### src/rtl/uart_frame_serializer.sv
// UART frame serializer: start, DATA_WIDTH data bits, optional parity, 1..2 stop bits.
// Parity exists only when UART_FRAME_SERIALIZER_PARITY_EN is defined.
module uart_frame_serializer #(
   parameter int DATA_WIDTH = 8,
   parameter int MSB_FIRST  = 0,
   parameter int STOP_BITS  = 1
) (
   input  logic                  clk,
   input  logic                  reset,
   input  logic                  bit_tick,
   input  logic [DATA_WIDTH-1:0] parallel_data,
   input  logic                  data_valid,
   input  logic                  parity_enable,
   input  logic                  parity_type,
   output logic                  serial_data,
   output logic                  busy,
   output logic                  frame_done
);
   localparam int IDX_W = $clog2(DATA_WIDTH);
   localparam logic [IDX_W-1:0] LAST = IDX_W'(DATA_WIDTH-1);

   typedef enum logic [2:0] {IDLE, START, DATA, PARITY, STOP1, STOP2} state_t;

   state_t                state, state_nxt;
   logic [IDX_W-1:0]      bit_idx, bit_idx_nxt;
   logic [DATA_WIDTH-1:0] shreg, shreg_nxt, shreg_adv;
   logic                  serial_nxt, busy_nxt, done_nxt;
   logic                  head_bit, par_active, par_bit;
   logic                  accept;

   assign accept = (state == IDLE) && data_valid;

   // Shift register always presents the next data bit at its head
   assign head_bit  = (MSB_FIRST != 0) ? shreg[DATA_WIDTH-1] : shreg[0];
   assign shreg_adv = (MSB_FIRST != 0) ? {shreg[DATA_WIDTH-2:0], 1'b0}
                                       : {1'b0, shreg[DATA_WIDTH-1:1]};

`ifdef UART_FRAME_SERIALIZER_PARITY_EN
   logic par_en_q, par_bit_q;

   always_ff @(posedge clk or negedge reset) begin
      if (!reset) begin
         par_en_q  <= 1'b0;
         par_bit_q <= 1'b0;
      end else if (accept) begin
         par_en_q  <= parity_enable;
         par_bit_q <= (^parallel_data) ^ parity_type;
      end
   end

   assign par_active = par_en_q;
   assign par_bit    = par_bit_q;
`else
   logic unused_par;
   assign unused_par = parity_enable ^ parity_type;
   assign par_active = 1'b0;
   assign par_bit    = 1'b0;
`endif

   always_ff @(posedge clk or negedge reset) begin
      if (!reset) begin
         state       <= IDLE;
         bit_idx     <= '0;
         shreg       <= '0;
         serial_data <= 1'b1;
         busy        <= 1'b0;
         frame_done  <= 1'b0;
      end else begin
         state       <= state_nxt;
         bit_idx     <= bit_idx_nxt;
         shreg       <= shreg_nxt;
         serial_data <= serial_nxt;
         busy        <= busy_nxt;
         frame_done  <= done_nxt;
      end
   end

   always_comb begin
      state_nxt = state;
      case (state)
         IDLE:    if (data_valid) state_nxt = START;
         START:   if (bit_tick) state_nxt = DATA;
         DATA:    if (bit_tick && bit_idx == LAST) state_nxt = par_active ? PARITY : STOP1;
`ifdef UART_FRAME_SERIALIZER_PARITY_EN
         PARITY:  if (bit_tick) state_nxt = STOP1;
`endif
         STOP1:   if (bit_tick) state_nxt = (STOP_BITS == 2) ? STOP2 : IDLE;
         STOP2:   if (bit_tick) state_nxt = IDLE;
         default: state_nxt = IDLE;
      endcase
   end

   // Next values of the registered line, handshake and datapath
   always_comb begin
      serial_nxt  = serial_data;
      busy_nxt    = busy;
      done_nxt    = 1'b0;
      bit_idx_nxt = bit_idx;
      shreg_nxt   = shreg;
      case (state)
         IDLE: if (data_valid) begin
            shreg_nxt   = parallel_data;
            serial_nxt  = 1'b0;
            busy_nxt    = 1'b1;
            bit_idx_nxt = '0;
         end
         START: if (bit_tick) begin
            serial_nxt = head_bit;
            shreg_nxt  = shreg_adv;
         end
         DATA: if (bit_tick) begin
            if (bit_idx == LAST) begin
               bit_idx_nxt = '0;
               serial_nxt  = par_active ? par_bit : 1'b1;
            end else begin
               bit_idx_nxt = bit_idx + IDX_W'(1);
               serial_nxt  = head_bit;
               shreg_nxt   = shreg_adv;
            end
         end
`ifdef UART_FRAME_SERIALIZER_PARITY_EN
         PARITY: if (bit_tick) serial_nxt = 1'b1;
`endif
         STOP1: if (bit_tick) begin
            serial_nxt = 1'b1;
            if (STOP_BITS != 2) begin
               busy_nxt = 1'b0;
               done_nxt = 1'b1;
            end
         end
         STOP2: if (bit_tick) begin
            busy_nxt = 1'b0;
            done_nxt = 1'b1;
         end
         default: begin
            serial_nxt = 1'b1;
            busy_nxt   = 1'b0;
         end
      endcase
   end
endmodule

### config.mk
export PLATFORM = sky130hd
export DESIGN_NAME = uart_frame_serializer
export DESIGN_NICKNAME = d
export VERILOG_FILES = /design/src/rtl/uart_frame_serializer.sv
export SDC_FILE = /design/constraint.sdc
export NUM_CORES = 1
export LEC_CHECK = 0
export CORE_AREA = 4 4 61 63
export DETAILED_ROUTE_END_ITERATION = 10
export DIE_AREA = 0 0 65 67
export PLACE_DENSITY = 0.53
export SYNTH_ARGS = -nofsm -noshare
export SYNTH_HDL_FRONTEND = slang
export SYNTH_SLANG_ARGS = --single-unit
### constraint.sdc
create_clock -name clk -period 1.6 [get_ports clk]
set_clock_uncertainty 0.05 [all_clocks]
set_input_delay 0.32 -clock clk [delete_from_list [all_inputs] [get_ports clk]]
set_output_delay 0.32 -clock clk [all_outputs]
set_load 0.05 [all_outputs]
==> flow_summary_export.csv, run 1 <==
group,metric,value,unit
placed_design,gp_congestion,0.758,
setup_path,max_stage_delay,0.40,ns
setup_path,startpoint_type,"flop",
yosys,synth_area,936,sq um
placed_design,io_buffers,14,
yosys,yosys_warnings,0,
yosys,syn_avg_cell_area,9.96,sq um
floorplanning,die_w,65,um
timing,slew_headroom,75.0,%
cts,clk_latency,0.29,ns
grt,grt_max_degree,18,
grt,use_met1,12.3,%
floorplanning,num_rows,21,
route,drc,0,
yosys,synth_seq_cells,17,
setup_path,path_cells,"ha_2, ha_4, nand4bb_4, a31oi_4, buf_12, nor2_1, a21oi_1",
setup_path,cp_max_fo,8,
timing,setup_viol,8,
power,ir_drop,0.667,mV
route,drt.antenna.violating_nets,0,
grt,antenna_found_initial,0,
setup_path,r2r_cells,7,
setup_path,crit_required,1.77,ns
power,p_leak,0.566,nW
yosys,synth_fp_nets,110,
floorplanning,fp.coreArea,3230,sq um
route,first_pass_iters,4,
flow_run,cap_violations,0,
placed_design,hpwl,1440,um
cts,postCtsHoldBufs,0,
power,p_per_area,1760,nW/um^2
cts,cts_htree_levels,1,
yosys,yosysUniqueCellTypes,30,
floorplanning,start_util,29.0,%
outcome,status,"finished, violations left",
grt,first_global_vias,758,
cts,cts_buffers,3,
setup_path,slowest_stage,"dfrtp_1",
timing,maxSlewViolCount,0,
timing,finalCritPeriodShare,102,%
floorplanning,die_h,67,um
setup_path,worstPathArrival,1.81,ns
timing,worst-slew-pin-transition,0.372,ns
cts,cts_tree,"built",
cts,clkTransAtPathRegs,0.11,ns
timing,rsz0062_at_grt,"yes",
grt,use_met3,3.71,%
timing,min_period,1.64,ns
grt,busiest_layer,"met2",
yosys,seq_area_frac_synth,45.6,%
final_layout,fillers,335,
outcome,violations,"negative setup slack",
final_layout,fin_nets,140,
timing,setup-tns-final,-0.222,ns
setup_path,regToRegStartpoint,"bit_idx[0]$_DFFE_PN0P_",
placed_design,dp_cells,163,
final_layout,layout_common_cells,"16 x dfrtp_1, 15 x buf_4, 11 x clkdlybuf4s50_1, 8 x nor2_1, 7 x mux2i_1",
grt,grt_usage,10.6,%
route,vias,762,
cts,cts_sinks,17,
timing,setup_ws,-0.0388,ns
setup_path,reg2reg_to,"shreg[3]$_DFFE_PN0P_",
floorplanning,dieArea,4360,sq um
setup_path,crit_type,"flop to flop",
route,drt_iter0_drc,30,
setup_path,regToRegSetupSlack,-0.04,ns
setup_path,end_kind,"flop",
route,routedWlPerCell,12.6,um
cts,clockBufferDepth,2,
yosys,synth_cells,94,
cts,root_buffer,"clkbuf_4",
hold_path,hold_path_class,"input port to async pin",
grt,grtUsageMet2,18.3,%
floorplanning,pin_count,17,
final_layout,drive_gt1_share,33.3,%
final_layout,syn_to_final_growth,44.9,%
placed_design,pre_cts_slack,-0.251,ns
route,wirelength,2130,um
final_layout,finalNonFillerCells,169,
grt,grt_pass1_wl,3470,um
grt,grt_overflow_total,0,
power,p_total,2.39,mW
final_layout,diodes,0,
final_layout,final_common_cell,"dfrtp_1",
timing,fmaxAchievable,610,MHz
route,viasPerCell,4.51,
timing,hold_violations,0,
## routing by layer
layer / vias to the layer above / share of wire (%)
met4: 0 / 0.75
met5: - / 0
met3: 2 / 4.3
met1: 358 / 45
met2: 12 / 50
li1: 390 / -
## Yosys cell counts (all sizes together)
master | instances | area share [%]
o21a | 1 | 0.80
inv | 5 | 2.0
or3b | 1 | 1.2
clkbuf | 2 | 0.80
o21ai | 7 | 3.7
nand3b | 2 | 1.6
mux2i | 7 | 7.5
ha | 2 | 2.7
o22ai | 2 | 1.3
nand4bb | 1 | 1.2
dfrtp | 16 | 43
nor3 | 1 | 0.53
nor2b | 1 | 0.67
a22o | 3 | 2.8
xnor2 | 1 | 0.94
and3b | 1 | 0.94
mux2 | 1 | 1.2
nand2b | 2 | 1.3
buf | 4 | 4.1
a21oi | 10 | 6.2
a211oi | 1 | 0.80
a31oi | 1 | 2.3
nand2 | 4 | 1.6
dfstp | 1 | 2.8
nor2 | 12 | 5.1
a2bb2oi | 1 | 0.94
nand3 | 4 | 2.1
## worst max path at each step
stage / start / endpoint / slack (ns) / cells after the start
detailed placement: data_valid / shreg[1]$_DFFE_PN0P_ / -0.25 / 6
CTS: bit_idx[1]$_DFFE_PN0P_ / shreg[1]$_DFFE_PN0P_ / -0.07 / 7
finish: bit_idx[0]$_DFFE_PN0P_ / shreg[3]$_DFFE_PN0P_ / -0.04 / 7
floorplan: bit_idx[0]$_DFFE_PN0P_ / shreg[5]$_DFFE_PN0P_ / -0.02 / 7
global placement: data_valid / shreg[3]$_DFFE_PN0P_ / -0.22 / 6
global route: bit_idx[0]$_DFFE_PN0P_ / shreg[7]$_DFFE_PN0P_ / -0.13 / 7
## flip-flops by register name, summed over array words and instances, names as in the netlist
| signal | cells |
|---|---|
| busy | 1 |
| bit_idx | 3 |
| serial_data | 1 |
| frame_done | 1 |
| state | 3 |
| shreg | 8 |
## cells by family after synthesis
kind of cell	after synthesis	share of synthesized area [%]
muxes	8	8.69
xor gates and xnor gates	1	0.936
adders and majority gates	2	2.67
buffers and inverters	11	6.95
and+or+nand+nor	29	16.3
AOI/OAI and AO/OA	26	18.9
DFF	17	45.6
## where the power goes
group | leakage, nW | internal (mW) | switching [mW]
combinational | 0.346 | 0.759 | 0.650
sequential | 0.203 | 0.605 | 0.138
clock | 0.0177 | 0.0929 | 0.144
## metrics by stage
step	hold WS, ns	util [%]	instance area [sq um]
6_report	0.289	42.0	1360
4_1_cts	0.291	40.3	1300
3_3_place_gp	0.452	39.4	1270
3_5_place_dp	0.466	39.4	1270
5_1_grt	0.294	42.0	1360
2_1_floorplan	-0.0256	-	967
## worst max-delay path, delay by kind of cell (launching register included)
kind	cells	cell delay [ns]
adder cells (fa/ha/maj)	2	0.36
buffers and inverters	1	0.16
AND/OR/NAND/NOR	2	0.23
AO/OA/AOI/OAI	2	0.37
flip-flops	1	0.40
## layout make-up
type | instances | area, sq um | share of cell area [%]
clock inverters | 1 | 5.00 | 0.369
inverters | 5 | 18.8 | 1.38
flip-flops and latches | 17 | 427 | 31.5
multi-input cells | 66 | 498 | 36.7
repair buffers | 31 | 328 | 24.2
clock buffers | 3 | 22.5 | 1.66
well taps | 46 | 57.6 | 4.24
## timing repair
| action | in CTS | in global routing |
|---|---|---|
| pin swaps | 0 | 3 |
| resized for setup | 0 | 8 |
| setup endpoints to repair | 8 | 8 |
| gates cloned | 0 | 1 |
| setup buffers | 0 | 1 |
No activity file was read; power rests on OpenSTA's default activity.
==> run 2, diff against run 1 <==
--- a/config.mk
+++ b/config.mk
@@ -8,7 +8,7 @@
 export CORE_AREA = 4 4 61 63
 export DETAILED_ROUTE_END_ITERATION = 10
 export DIE_AREA = 0 0 65 67
-export PLACE_DENSITY = 0.53
+export PLACE_DENSITY = 0.52
 export SYNTH_ARGS = -nofsm -noshare
 export SYNTH_HDL_FRONTEND = slang
 export SYNTH_SLANG_ARGS = --single-unit
==> constraint.sdc (replaced) <==
create_clock -name clk -period 2.1 [get_ports clk]
set_clock_uncertainty 0.05 [all_clocks]
set_input_delay 0.42 -clock clk [delete_from_list [all_inputs] [get_ports clk]]
set_output_delay 0.42 -clock clk [all_outputs]
set_load 0.05 [all_outputs]
==> run 2 against run 1 <==
The flow now finishes without violations. Total power decreased by 35%. Combinational power decreased by 42%. Sequential power decreased by 24%. Routed wire length decreased by 11%. Setup slack improved by 0.17 ns. Non-clock buffer count decreased by 10. Via count decreased by 7.1%. Critical endpoint is now busy. Largest cell class unchanged. Largest power group unchanged. Highest routed layer unchanged.
==> flow_summary_export.csv, run 2 (synthesized netlist as in run 1, its figures left out) <==
group,metric,value,unit
outcome,status,"completed",
setup_path,startpoint_type,"flop",
cts,clk_latency,0.28,ns
floorplanning,start_util,29.0,%
route,wirelength,1900,um
power,p_total,1.55,mW
power,ir_drop,0.415,mV
final_layout,drive_gt1_share,15.9,%
floorplanning,die_h,67,um
timing,fmaxAchievable,508,MHz
cts,clkTransAtPathRegs,0.10,ns
route,routedWlPerCell,11.9,um
cts,root_buffer,"clkbuf_4",
route,viasPerCell,4.45,
final_layout,fin_nets,130,
final_layout,top_regs,"shreg: 8 flops, bit_idx: 3 flops, state: 3 flops",
flow_run,cap_violations,0,
setup_path,crit_buf_inv,1,
setup_path,cp_max_fo,4,
setup_path,worstPathArrival,1.50,ns
route,drt_iter0_drc,28,
setup_path,cp_top_family,"buffers and inverters",
setup_path,slowest_stage,"clkdlybuf4s50_1",
timing,setup-tns-final,0,ns
final_layout,layout_common_cells,"16 x dfrtp_1, 13 x clkdlybuf4s50_1, 11 x nor2_1, 8 x a21oi_1",
grt,first_global_vias,693,
final_layout,multiInputGateArea,444,sq um
route,drc,0,
final_layout,diodes,0,
cts,postCtsHoldBufs,0,
power,p_per_area,1320,nW/um^2
cts,cts_tree,"built",
final_layout,final_common_cell,"dfrtp_1",
cts,clockBufferDepth,2,
timing,slew_headroom,66.7,%
route,drt.antenna.violating_nets,0,
final_layout,largest_reg_flops,8,
setup_path,crit_type,"flop to output port",
placed_design,gp_congestion,0.750,
placed_design,dpl-instance-area,1150,sq um
timing,maxSlewViolCount,0,
grt,grt_usage,9.65,%
timing,setup_viol,0,
floorplanning,num_rows,21,
cts,cts_sinks,17,
timing,min_period,1.97,ns
floorplanning,pin_count,17,
floorplanning,fp.coreArea,3230,sq um
setup_path,regToRegSetupSlack,0.36,ns
setup_path,end_kind,"output port",
route,vias,708,
cts,cts_htree_levels,1,
timing,rsz0062_at_grt,"no",
setup_path,max_stage_delay,0.82,ns
setup_path,path_cells,"clkdlybuf4s50_1",
final_layout,fillers,343,
cts,post-cts-setup-buffers,0,
placed_design,io_buffers,14,
floorplanning,dieArea,4360,sq um
hold_path,hold_path_class,"input port to async pin",
placed_design,hpwl,1360,um
grt,grt_pass1_wl,3240,um
placed_design,dp_cells,155,
grt,grt_overflow_total,0,
final_layout,finalNonFillerCells,159,
floorplanning,die_w,65,um
timing,worst-slew-pin-transition,0.497,ns
final_layout,regArea,427,sq um
route,first_pass_iters,6,
cts,cts_buffers,3,
setup_path,crit_required,1.63,ns
grt,antenna_found_initial,0,
cts,ctsResizeCount,0,
final_layout,fin_area,1180,sq um
grt,grt_max_degree,18,
final_layout,top_register,"shreg",
timing,hold_violations,0,
timing,finalCritPeriodShare,93.8,%
final_layout,syn_to_final_growth,25.7,%
power,p_leak,0.493,nW
run 2: changes by cell type in the layout (fill, tap and decap cells not counted), moves of 3 or more:
cell     before  now
nor2_2        4    1
nor2_1        8   11
buf_12        4    1
a21oi_2       6    2
a21oi_1       4    8
buf_4        15    7
run 2: worst paths after layout:
check	from	to	cells after the start
worst min register to register	shreg[6]$_DFFE_PN0P_	shreg[6]$_DFFE_PN0P_	2
min in group clk	shreg[6]$_DFFE_PN0P_	shreg[6]$_DFFE_PN0P_	2
worst min-delay path	reset	shreg[7]$_DFFE_PN0P_	2
worst max register to register	bit_idx[0]$_DFFE_PN0P_	shreg[0]$_DFFE_PN0P_	7
worst max-delay path	busy$_DFFE_PN0P_	busy	1
max in group asynchronous	reset	serial_data$_DFFE_PN1P_	2
run 2: per-stage QoR:
step	hold WS, ns	utilization [%]	setup slack (ns)
final	0.409	36.4	0.130
after global routing	0.419	36.4	0.0612
after CTS	0.412	36.4	0.105
after detailed placement	0.458	35.6	0.134
after global placement	0.451	35.6	0.141
after floorplan	0.0744	-	0.426
run 2: power breakdown:
part,internal [mW],switching (mW)
clock network,0.0737,0.0991
logic,0.403,0.412
registers,0.460,0.102
run 2: cell type report:
class | instances | share of cell area [%]
Multi-Input combinational cell | 66 | 37.8
Sequential cell | 17 | 36.3
Inverter | 5 | 1.60
Tap cell | 46 | 4.89
Timing Repair Buffer | 21 | 17.2
Clock buffer | 4 | 2.23
run 2: routing by layer:
layer | share of wire, % | global-route usage, %
met1 | 49 | 12.6
met4 | 0.68 | 3.96
met5 | 0 | 0
met3 | 5.5 | 2.70
met2 | 45 | 14.9
==> run 3, diff against run 2 <==
==> constraint.sdc (replaced) <==
create_clock -name clk -period 2.1 [get_ports clk]
set_clock_uncertainty 0.05 [all_clocks]
set_input_delay 0.21 -clock clk [delete_from_list [all_inputs] [get_ports clk]]
set_output_delay 0.21 -clock clk [all_outputs]
set_load 0.05 [all_outputs]
==> run 3 against run 2 <==
Clock power up 5%. Critical path depth unchanged. Register-to-register slack worse by 0.03 ns. Sequential power down 1%. Combinational power down 2%. Global-route usage down 0.35 points. Critical endpoint is now serial_data. Largest cell class unchanged. Largest power group unchanged. Highest routed layer is now met3.
==> flow_summary_export.csv, run 3 (synthesized netlist as in run 1, its figures left out) <==
group,metric,value,unit
cts,root_buffer,"clkbuf_4",
timing,rsz0062_at_grt,"no",
setup_path,crit_buf_inv,1,
floorplanning,start_util,29.0,%
cts,post-cts-setup-buffers,0,
grt,grt_max_degree,18,
final_layout,drive_gt1_share,14.4,%
final_layout,layout_common_cells,"16 x dfrtp_1, 14 x clkdlybuf4s50_1, 11 x nor2_1, 8 x a21oi_1",
power,p_leak,0.485,nW
final_layout,diodes,0,
timing,setup_ws,0.212,ns
placed_design,gp_congestion,0.709,
grt,antenna_found_initial,0,
floorplanning,pin_count,17,
outcome,status,"completed",
grt,grt_pass1_wl,3170,um
timing,min_period,1.89,ns
route,drt.antenna.violating_nets,0,
route,drc,0,
route,wirelength,1900,um
placed_design,hpwl,1340,um
placed_design,pre_cts_slack,0.336,ns
cts,cts_buffers,3,
floorplanning,die_h,67,um
setup_path,startpoint_type,"flop",
timing,hold_violations,0,
timing,holdWs,0.184,ns
grt,first_global_vias,717,
floorplanning,fp.coreArea,3230,sq um
cts,clk_latency,0.29,ns
cts,clkTransAtPathRegs,0.11,ns
route,viasPerCell,4.65,
cts,cts_sinks,17,
timing,slew_headroom,66.8,%
timing,maxSlewViolCount,0,
placed_design,io_buffers,14,
timing,finalCritPeriodShare,89.9,%
timing,setup_viol,0,
timing,worst-slew-pin-transition,0.497,ns
cts,ctsResizeCount,0,
cts,cts_htree_levels,1,
flow_run,cap_violations,0,
power,p_per_area,1320,nW/um^2
setup_path,slowest_stage,"clkdlybuf4s50_1",
floorplanning,dieArea,4360,sq um
setup_path,cp_max_fo,2,
route,first_pass_iters,4,
final_layout,fin_util,36.0,%
final_layout,top_regs,"shreg: 8 flops, bit_idx: 3 flops, state: 3 flops",
setup_path,path_cells,"clkdlybuf4s50_1",
route,drt_iter0_drc,22,
power,ir_drop,0.449,mV
route,routedWlPerCell,12.1,um
cts,clockBufferDepth,2,
grt,grt_usage,9.30,%
cts,postCtsHoldBufs,0,
final_layout,syn_to_final_growth,24.5,%
grt,grt_overflow_total,0,
final_layout,fin_nets,128,
route,vias,730,
final_layout,largest_reg_flops,8,
floorplanning,die_w,65,um
setup_path,max_stage_delay,0.79,ns
setup_path,end_kind,"output port",
hold_path,hold_path_class,"input port to async pin",
setup_path,crit_required,1.84,ns
floorplanning,num_rows,21,
setup_path,worstPathArrival,1.63,ns
final_layout,fillers,349,
timing,setup-tns-final,0,ns
setup_path,crit_type,"flop to output port",
final_layout,top_register,"shreg",
setup_path,cp_top_family,"buffers and inverters",
cts,cts_tree,"built",
timing,fmaxAchievable,530,MHz
final_layout,final_common_cell,"dfrtp_1",
run 3: cell count changes in the layout (fill, tap and decap cells not counted):
cell             change
buf_4                -3
clkinv_2             +1
clkbuf_1             -1
clkdlybuf4s50_1      +1
run 3: final cells by class:
class                      instances  area [sq um]  share of cell area (%)
tap                               46          57.6                    4.94
sequential                        17           427                    36.6
clock buffer                       3          22.5                    1.93
clock inverter                     1          5.00                   0.430
inverter                           5          18.8                    1.61
multi-input combinational         66           444                    38.1
timing repair buffer              19           190                    16.3
run 3: final timing paths:
kind | from | endpoint | slack [ns] | depth (start not counted)
min in group clk | parallel_data[7] | shreg[7]$_DFFE_PN0P_ | 0.45 | 3
worst min register to register | shreg[6]$_DFFE_PN0P_ | shreg[6]$_DFFE_PN0P_ | 0.48 | 2
worst min-delay path | reset | shreg[7]$_DFFE_PN0P_ | 0.18 | 2
worst max-delay path | serial_data$_DFFE_PN1P_ | serial_data | 0.21 | 1
worst max register to register | bit_idx[0]$_DFFE_PN0P_ | shreg[1]$_DFFE_PN0P_ | 0.33 | 7
max in group asynchronous | reset | serial_data$_DFFE_PN1P_ | 1.56 | 2
run 3: per-layer routing:
| layer | vias to the layer above | global-route usage (%) | routed length [um] |
|---|---|---|---|
| met2 | 17 | 15.3 | 867 |
| met3 | 0 | 3.88 | 119 |
| li1 | 363 | - | - |
| met4 | 0 | 0.792 | 0 |
| met5 | - | 0 | 0 |
| met1 | 350 | 11.8 | 909 |
run 3: stage by stage:
step / cell area, sq um / power (mW) / instances
2_1_floorplan: 936 / 1.20 / 94
3_3_place_gp: 1140 / 1.36 / 153
3_5_place_dp: 1140 / 1.37 / 153
4_1_cts: 1160 / 1.56 / 157
5_1_grt: 1160 / 1.66 / 157
6_report: 1160 / 1.54 / 157
run 3: power breakdown:
part           leakage, nW  total (mW)  switching, mW  internal (mW)
Sequential           0.203       0.557         0.0966          0.460
Clock               0.0177       0.182          0.111         0.0709
Combinational        0.264       0.799          0.412          0.386
